`src/rtl/shift_issue_queue.sv`:
```
// rtl/shift_issue_queue.sv - 2-entry request FIFO feeding a registered rotate/logical-right-shift unit
module shift_issue_queue #(
    parameter int OPERAND_WIDTH = 16,
    parameter int SHAMT_WIDTH   = 4
) (
    input  logic                     clk,
    input  logic                     rst,
    input  logic                     in_valid,
    output logic                     in_ready,
    input  logic [OPERAND_WIDTH-1:0] in_data,
    input  logic [SHAMT_WIDTH-1:0]   in_shamt,
    input  logic                     in_oper,
    output logic                     out_valid,
    input  logic                     out_ready,
    output logic [OPERAND_WIDTH-1:0] out_data,
    output logic [1:0]               count
);

    // One queued request: operand, amount and operation packed together.
    localparam int ENTRY_WIDTH = OPERAND_WIDTH + SHAMT_WIDTH + 1;

    logic [ENTRY_WIDTH-1:0]   mem_q [2];
    logic [ENTRY_WIDTH-1:0]   mem_d [2];
    logic                     wr_ptr_q, wr_ptr_d;
    logic                     rd_ptr_q, rd_ptr_d;
    logic [1:0]               count_q, count_d;
    logic                     out_valid_q, out_valid_d;
    logic [OPERAND_WIDTH-1:0] out_data_q, out_data_d;
    // Held low through reset so in_ready is 0 while rst=1 and rises on the first edge after release.
    logic                     rdy_en_q, rdy_en_d;

    logic                     push;
    logic                     pop;
    logic [ENTRY_WIDTH-1:0]   head;
    logic [OPERAND_WIDTH-1:0] head_result;

    // Rotate uses a doubled operand so bits shifted out at the bottom re-enter at the top.
    function automatic logic [OPERAND_WIDTH-1:0] shift_op(
        input logic [OPERAND_WIDTH-1:0] data,
        input logic [SHAMT_WIDTH-1:0]   shamt,
        input logic                     oper
    );
        logic [2*OPERAND_WIDTH-1:0] dbl;
        dbl = {data, data} >> shamt;
        if (oper) begin
            shift_op = data >> shamt;
        end else begin
            shift_op = dbl[OPERAND_WIDTH-1:0];
        end
    endfunction

    assign in_ready  = rdy_en_q && (count_q != 2'd2);
    assign out_valid = out_valid_q;
    assign out_data  = out_data_q;
    assign count     = count_q;

    assign head        = mem_q[rd_ptr_q];
    assign head_result = shift_op(head[ENTRY_WIDTH-1 -: OPERAND_WIDTH],
                                  head[SHAMT_WIDTH:1], head[0]);

    // Next-state: FIFO push/pop, result register load/drain, ready enable.
    always_comb begin
        mem_d       = mem_q;
        wr_ptr_d    = wr_ptr_q;
        rd_ptr_d    = rd_ptr_q;
        count_d     = count_q;
        out_valid_d = out_valid_q;
        out_data_d  = out_data_q;
        rdy_en_d    = 1'b1;

        push = in_valid && in_ready;
        pop  = (count_q != 2'd0) && (!out_valid_q || out_ready);

        if (push) begin
            mem_d[wr_ptr_q] = {in_data, in_shamt, in_oper};
            wr_ptr_d        = ~wr_ptr_q;
        end

        if (pop) begin
            rd_ptr_d    = ~rd_ptr_q;
            out_data_d  = head_result;
            out_valid_d = 1'b1;
        end else if (out_valid_q && out_ready) begin
            out_valid_d = 1'b0;
        end

        count_d = count_q + {1'b0, push} - {1'b0, pop};
    end

    // State registers; reset discards every queued and registered request at once.
    always_ff @(posedge clk or posedge rst) begin
        if (rst) begin
            mem_q[0]    <= '0;
            mem_q[1]    <= '0;
            wr_ptr_q    <= 1'b0;
            rd_ptr_q    <= 1'b0;
            count_q     <= 2'd0;
            out_valid_q <= 1'b0;
            out_data_q  <= '0;
            rdy_en_q    <= 1'b0;
        end else begin
            mem_q       <= mem_d;
            wr_ptr_q    <= wr_ptr_d;
            rd_ptr_q    <= rd_ptr_d;
            count_q     <= count_d;
            out_valid_q <= out_valid_d;
            out_data_q  <= out_data_d;
            rdy_en_q    <= rdy_en_d;
        end
    end

endmodule

```
`config.mk`:
```
export PLATFORM = sky130hd
export DESIGN_NAME = shift_issue_queue
export DESIGN_NICKNAME = d
export VERILOG_FILES = /design/src/rtl/shift_issue_queue.sv
export SDC_FILE = /design/constraint.sdc
export NUM_CORES = 1
export LEC_CHECK = 0
export ABC_AREA = 0
export BUFFER_PORTS_ARGS = -buffer_cell sky130_fd_sc_hd__buf_2
export CELL_PAD_IN_SITES_DETAIL_PLACEMENT = 1
export CELL_PAD_IN_SITES_GLOBAL_PLACEMENT = 2
export CORE_MARGIN = 5
export CORE_UTILIZATION = 39
export CTS_CLUSTER_DIAMETER = 40
export CTS_CLUSTER_SIZE = 10
export DETAILED_ROUTE_END_ITERATION = 12
export HOLD_SLACK_MARGIN = 0.1
export PLACE_DENSITY = 0.87
export SETUP_SLACK_MARGIN = 0.15
export SLEW_MARGIN = 0
export SYNTH_ARGS = -nofsm -noshare
export SYNTH_HDL_FRONTEND = slang
export SYNTH_SLANG_ARGS = --single-unit
```
`constraint.sdc`:
```
create_clock -name clk -period 2.4 [get_ports clk]
set_input_delay 0.24 -clock clk [delete_from_list [all_inputs] [get_ports clk]]
set_output_delay 0.24 -clock clk [all_outputs]
set_load 0.02 [all_outputs]
```
==> flow_metrics.py, run 1 <==
metrics = {
    "outcome": {
        "outcome": "finished, final reports clean",
    },
    "synth": {
        "syn_area_per_cell_um2": 11.5,
        "synth_nets": 361,
        "synth_seq_cells": 64,
        "ys_types": 52,
        "synth_ff_type": "dfrtp_1",
        "syn_inst": 334,
        "syn-cell-area_um2": 3830,
        "synth-async-reset-ratio": 1.00,
        "synth_edf_count": 0,
        "yosys_warnings": 0,
        "yosysSeqAreaShare": 0.418,
    },
    "floorplan": {
        "ios": 45,
        "core_area_um2": 9680,
        "initial_core_util": 0.395,
        "die_area_um2": 11900,
        "row_count": 36,
        "die_width_um": 109,
        "dieHeight_um": 109,
    },
    "setup_path": {
        "critPathRequiredTime_ns": 2.62,
        "cp.arrival_ns": 2.37,
        "endpoint_kind": "register",
        "rrSetupSlack_ns": 0.25,
        "critPathLaunchType": "register",
        "path_max_fanout": 10,
        "critical_path_class": "reg2reg",
    },
    "final_layout": {
        "multi_input_area_um2": 2100,
        "antenna_cells": 0,
        "n_fill_cell": 1078,
        "seq_area_um2": 1610,
        "finish.instance_area_um2": 4460,
        "drive_above_1_share": 0.359,
        "final_common_cell": "dfrtp_1",
        "final_nets": 409,
        "syn2layout_area_growth_pct": 16.3,
        "utilization": 0.460,
        "most-common-layout-cells": "dfrtp_1, mux2_2, mux2i_1",
    },
    "grt": {
        "grt_max_degree": 36,
        "grt_pass1_wl_um": 16800,
        "grt_pass1_vias": 3046,
        "grtUsageTotal": 0.188,
        "antenna_found_initial": 0,
        "grt_overflow_total": 0,
    },
    "power_and_ir_drop": {
        "combPwrFrac": 0.582,
        "p_int_uw": 4330,
        "power_frac_clock": 0.136,
        "power.leakage_uw": 0.00200,
        "switching_power_uw": 3570,
        "power-per-cell-area_nw_per_um2": 1770,
        "switching_share": 0.452,
        "max-vdd-ir-drop_mv": 0.581,
        "power_frac_seq": 0.282,
        "p_total_uw": 7900,
    },
    "sta": {
        "setup-tns-final_ns": 0,
        "period_share": 0.896,
        "relSlewSlack": 0.324,
        "finalClockSkew_ns": 0.00763,
        "rsz0062_at_grt": "false",
        "worst_pin_slew_ns": 1.01,
        "setup_violations": 0,
        "fin_ws_ns": 0.251,
        "hold_violations": 0,
        "fin_crit_ns": 2.15,
        "drv_slew": 0,
        "fmax_ghz": 0.465,
    },
    "clocking": {
        "cts_root_buffer": "clkbuf_8",
        "post_cts_buffers": 0,
        "cts-htree-levels": 3,
        "cts_inserted_buffers": 9,
        "clock_sinks": 64,
        "clk_pin_slew_ns": 0.07,
        "clk_latency_ns": 0.36,
        "clockBufferDepth": 2,
        "cts_tree": "done",
    },
    "min_path": {
        "hold_path_class": "in2reg",
    },
    "detailed_routing": {
        "drc": 0,
        "wl_met1_um": 4800,
        "first_pass_iters": 4,
        "wl_um": 10500,
        "routedWlPerCell_um": 20.1,
        "drt_first_iter_violations": 106,
        "routed-via-count": 2951,
        "drtAntennaViolNets": 0,
        "routed-wl-met3_um": 526,
        "highest_layer": "met4",
        "viasPerCell": 5.68,
        "met2WireLength_um": 4840,
    },
    "placement": {
        "dp_hpwl_um": 7930,
        "gp_congestion": 0.891,
        "io_buffer_count": 44,
        "dpl_worst_slack_ns": 0.192,
        "dpl-instance-area_um2": 4200,
    },
    "job": {
        "drv_cap": 0,
    },
}
synthesized netlist by cell type, types with 4 or more instances:
cell type  instances  area (um^2)
a211o_1            5         43.8
a21oi_1            9         45.0
a221o_1            6         60.1
a22oi_1            9         67.6
buf_2              6         30.0
buf_6              5         56.3
clkbuf_1           5         18.8
dfrtp_1           64         1600
inv_1              4         15.0
mux2_2            48          541
mux2i_1           46          460
nand2_1           22         82.6
nand2b_1           8         50.1
nand3b_1           4         30.0
nor2_1            11         41.3
nor2b_1            4         25.0
nor3_1             4         20.0
o211ai_1           4         30.0
o21ai_0            5         25.0
o221ai_1           4         35.0
o22ai_1            9         56.3
metal layers:
| metal | GRT usage | vias to the layer above |
|---|---|---|
| li1 | - | 1363 |
| met1 | 0.251 | 1492 |
| met2 | 0.296 | 77 |
| met3 | 0.0337 | 19 |
| met4 | 0.0884 | 0 |
| met5 | 0 | - |
worst max-delay path: stages, from the launching register on:
cell and delay (ns):
dfrtp_2 0.51, buf_4 0.26, mux2i_1 0.28, o22ai_1 0.16
o32ai_1 0.42, a2bb2oi_1 0.22, o31ai_1 0.14
power by group through the flow:
stage / Sequential, uW / Clock, uW / Combinational, uW
6_report: 2230 / 1070 / 4600
5_1_grt: 2320 / 1140 / 4990
4_1_cts: 2230 / 1090 / 4530
3_5_place_dp: 2250 / 0 / 4500
3_3_place_gp: 2210 / 0 / 4410
2_1_floorplan: 2100 / 0 / 3410
area by class of cell:
class                           count  area share
Multi-Input combinational cell    246       0.470
Sequential cell                    64       0.360
Timing Repair Buffer               57      0.0783
Tap cell                          133      0.0373
Clock buffer                       13      0.0357
Clock inverter                      3      0.0146
Inverter                            4     0.00337
flip-flops by register name, indices dropped and copies added, names as in the netlist:
register	cells
mem_q	42
out_data	16
count	2
out_valid	1
rd_ptr_q	1
rdy_en_q	1
wr_ptr_q	1
logic make-up after synthesis:
group,Yosys count,share of synthesized area
buffers and inverters,24,0.0382
XOR/XNOR,3,0.00686
adder cells (fa/ha/maj),2,0.00653
multiplexers,103,0.300
flip-flops,64,0.418
AND/OR/NAND/NOR,65,0.0849
AO/OA/AOI/OAI,72,0.144
other,1,0.000979
repair_timing:
item,in CTS,in global routing
hold buffers,1,0
resized for setup,0,5
endpoints found under the setup margin,0,10
endpoints found under the hold margin,29,0
final timing paths:
path	end	start	depth (start not counted)
max reg2reg	out_data[3]	mem_q[23]	6
max	out_data[3]	mem_q[23]	6
min	mem_q[5]	in_data[0]	2
min reg2reg	out_data[7]	out_data[7]	2
max in group asynchronous	rd_ptr_q	rst	4
min in group asynchronous	mem_q[17]	rst	3
per-stage QoR:
step                      hold slack, ns  std cells
after CTS                          0.108        520
after floorplan                    0.390        334
final                              0.121        520
after detailed placement           0.370        503
after global routing               0.119        520
after global placement             0.371        503
Power figures use the tool's default switching activity.
==> inputs of run 2 (changes only) <==
--- a/config.mk
+++ b/config.mk
@@ -15,7 +15,7 @@
 export CTS_CLUSTER_SIZE = 10
 export DETAILED_ROUTE_END_ITERATION = 12
 export HOLD_SLACK_MARGIN = 0.1
-export PLACE_DENSITY = 0.87
+export PLACE_DENSITY_LB_ADDON = 0.1
 export SETUP_SLACK_MARGIN = 0.15
 export SLEW_MARGIN = 0
 export SYNTH_ARGS = -nofsm -noshare
==> run 2 against run 1 <==
  * Final cell count increased by 0.19%
  * Critical path depth did not move
  * Combinational power about the same
  * Utilization rose by 0.13 points
  * Clock power hardly changed
  * Global-route usage up 0.35 points
  * Die area stayed put
  * Sequential cell count is the same
  * Worst hold slack better by 0.0025 ns
  * Power is essentially flat
  * Fmax grew 1.0%
  * Highest routed layer unchanged
==> flow_metrics.py, run 2 (synthesis results as in run 1) <==
metrics = {
    "setup_path": {
        "endpoint_kind": "register",
        "critPathLaunchType": "register",
        "r2r_start": "rd_ptr_q",
        "worstReg2RegEnd": "out_data[2]",
        "crit_end": "out_data[2]",
        "critical_path_class": "reg2reg",
        "crit_start": "rd_ptr_q",
        "reg2regPathDepth": 6,
        "critPathRequiredTime_ns": 2.64,
        "path_max_fanout": 11,
        "cp.arrival_ns": 2.36,
        "rrSetupSlack_ns": 0.27,
    },
    "final_layout": {
        "regMostFlops": "mem_q",
        "drive_above_1_share": 0.369,
        "final_cell_count_no_fill": 521,
        "antenna_cells": 0,
        "final_nets": 410,
        "n_fill_cell": 1093,
        "finish.instance_area_um2": 4470,
        "largest_reg_flops": 42,
        "final_common_cell": "dfrtp_1",
        "most-common-layout-cells": "dfrtp_1, mux2_2, mux2i_1",
        "syn2layout_area_growth_pct": 16.7,
    },
    "clocking": {
        "clk_pin_slew_ns": 0.07,
        "cts_inserted_buffers": 9,
        "cts_root_buffer": "clkbuf_8",
        "cts-htree-levels": 3,
        "clock_sinks": 64,
        "clockBufferDepth": 2,
        "cts_tree": "done",
        "clk_latency_ns": 0.35,
    },
    "floorplan": {
        "ios": 45,
        "initial_core_util": 0.395,
        "die_width_um": 109,
        "row_count": 36,
        "dieHeight_um": 109,
        "die_area_um2": 11900,
        "core_area_um2": 9680,
    },
    "power_and_ir_drop": {
        "max-vdd-ir-drop_mv": 0.551,
        "power-per-cell-area_nw_per_um2": 1770,
        "power.leakage_uw": 0.00200,
        "p_total_uw": 7910,
    },
    "grt": {
        "antenna_found_initial": 0,
        "grtUsageTotal": 0.192,
        "grt_pass1_wl_um": 17000,
        "grt_overflow_total": 0,
        "grt_pass1_vias": 3023,
        "grt_max_degree": 38,
    },
    "detailed_routing": {
        "wl_um": 10400,
        "routedWlPerCell_um": 20.0,
        "viasPerCell": 5.50,
        "drc": 0,
        "first_pass_iters": 4,
        "drtAntennaViolNets": 0,
        "routed-via-count": 2868,
        "drt_first_iter_violations": 121,
    },
    "outcome": {
        "outcome": "finished, final reports clean",
    },
    "placement": {
        "io_buffer_count": 44,
        "dp.cells": 502,
        "dp_hpwl_um": 8080,
        "dpl-instance-area_um2": 4180,
        "gp_congestion": 0.895,
    },
    "sta": {
        "relSlewSlack": 0.584,
        "period_share": 0.886,
        "fmax_ghz": 0.470,
        "rsz0062_at_grt": "false",
        "worst_pin_slew_ns": 0.623,
        "drv_slew": 0,
        "finalClockSkew_ns": 0.00893,
        "fin_crit_ns": 2.13,
        "setup_violations": 0,
        "setup-tns-final_ns": 0,
        "hold_ws_ns": 0.123,
        "hold_violations": 0,
    },
    "min_path": {
        "hold_path_class": "in2reg",
    },
    "job": {
        "drv_cap": 0,
    },
}
==> run 2: how the worst min path moves through the flow <==
stage,endpoint,cells after the start,startpoint
CTS,mem_q[8],2,in_data[3]
global route,mem_q[17],2,in_data[12]
detailed placement,mem_q[7],2,rst
floorplan,mem_q[19],1,in_data[14]
global placement,mem_q[28],2,rst
finish,mem_q[8],2,in_data[3]
==> run 2: metal layers <==
layer / GRT usage / routed length (um) / vias up
met5: 0 / 0 / -
met4: 0.0595 / 125 / 0
met3: 0.0456 / 442 / 9
met2: 0.299 / 4880 / 50
met1: 0.263 / 4970 / 1444
li1: - / - / 1365
==> run 2: report_power, final <==
group	leakage [uW]	switching (uW)	internal, uW
Sequential	0.000769	613	1620
Combinational	0.00112	2550	2070
Clock	0.000114	416	641
==> run 2: through the flow <==
step / utilization / setup slack, ns
after floorplan: - / 0.479
final: 0.461 / 0.273
after global routing: 0.461 / 0.178
after global placement: 0.432 / 0.204
after detailed placement: 0.432 / 0.192
after CTS: 0.456 / 0.184
==> run 2: layout make-up <==
cell class                      instances  area (um^2)  area share
Multi-Input combinational cell        246         2120       0.474
Sequential cell                        64         1610       0.359
Tap cell                              133          166      0.0372
Clock buffer                           13          159      0.0356
Clock inverter                          3         65.1      0.0146
Inverter                                4         15.0     0.00336
Timing Repair Buffer                   58          340      0.0762
==> run 2: what timing repair did <==
action                                  CTS  global route
gates resized for setup                   0             8
endpoints found under the setup margin    0            16
endpoints found under the hold margin    27             0
hold buffers                              1             0
buffers inserted                          0             2
==> run 2: worst max-delay path, stage by stage (launching register included) <==
cell and delay [ns]:
dfrtp_2 0.44, buf_4 0.24, mux2_4 0.40, mux4_2 0.46, nor2_2 0.12, nor3_1 0.06
a221o_1 0.27
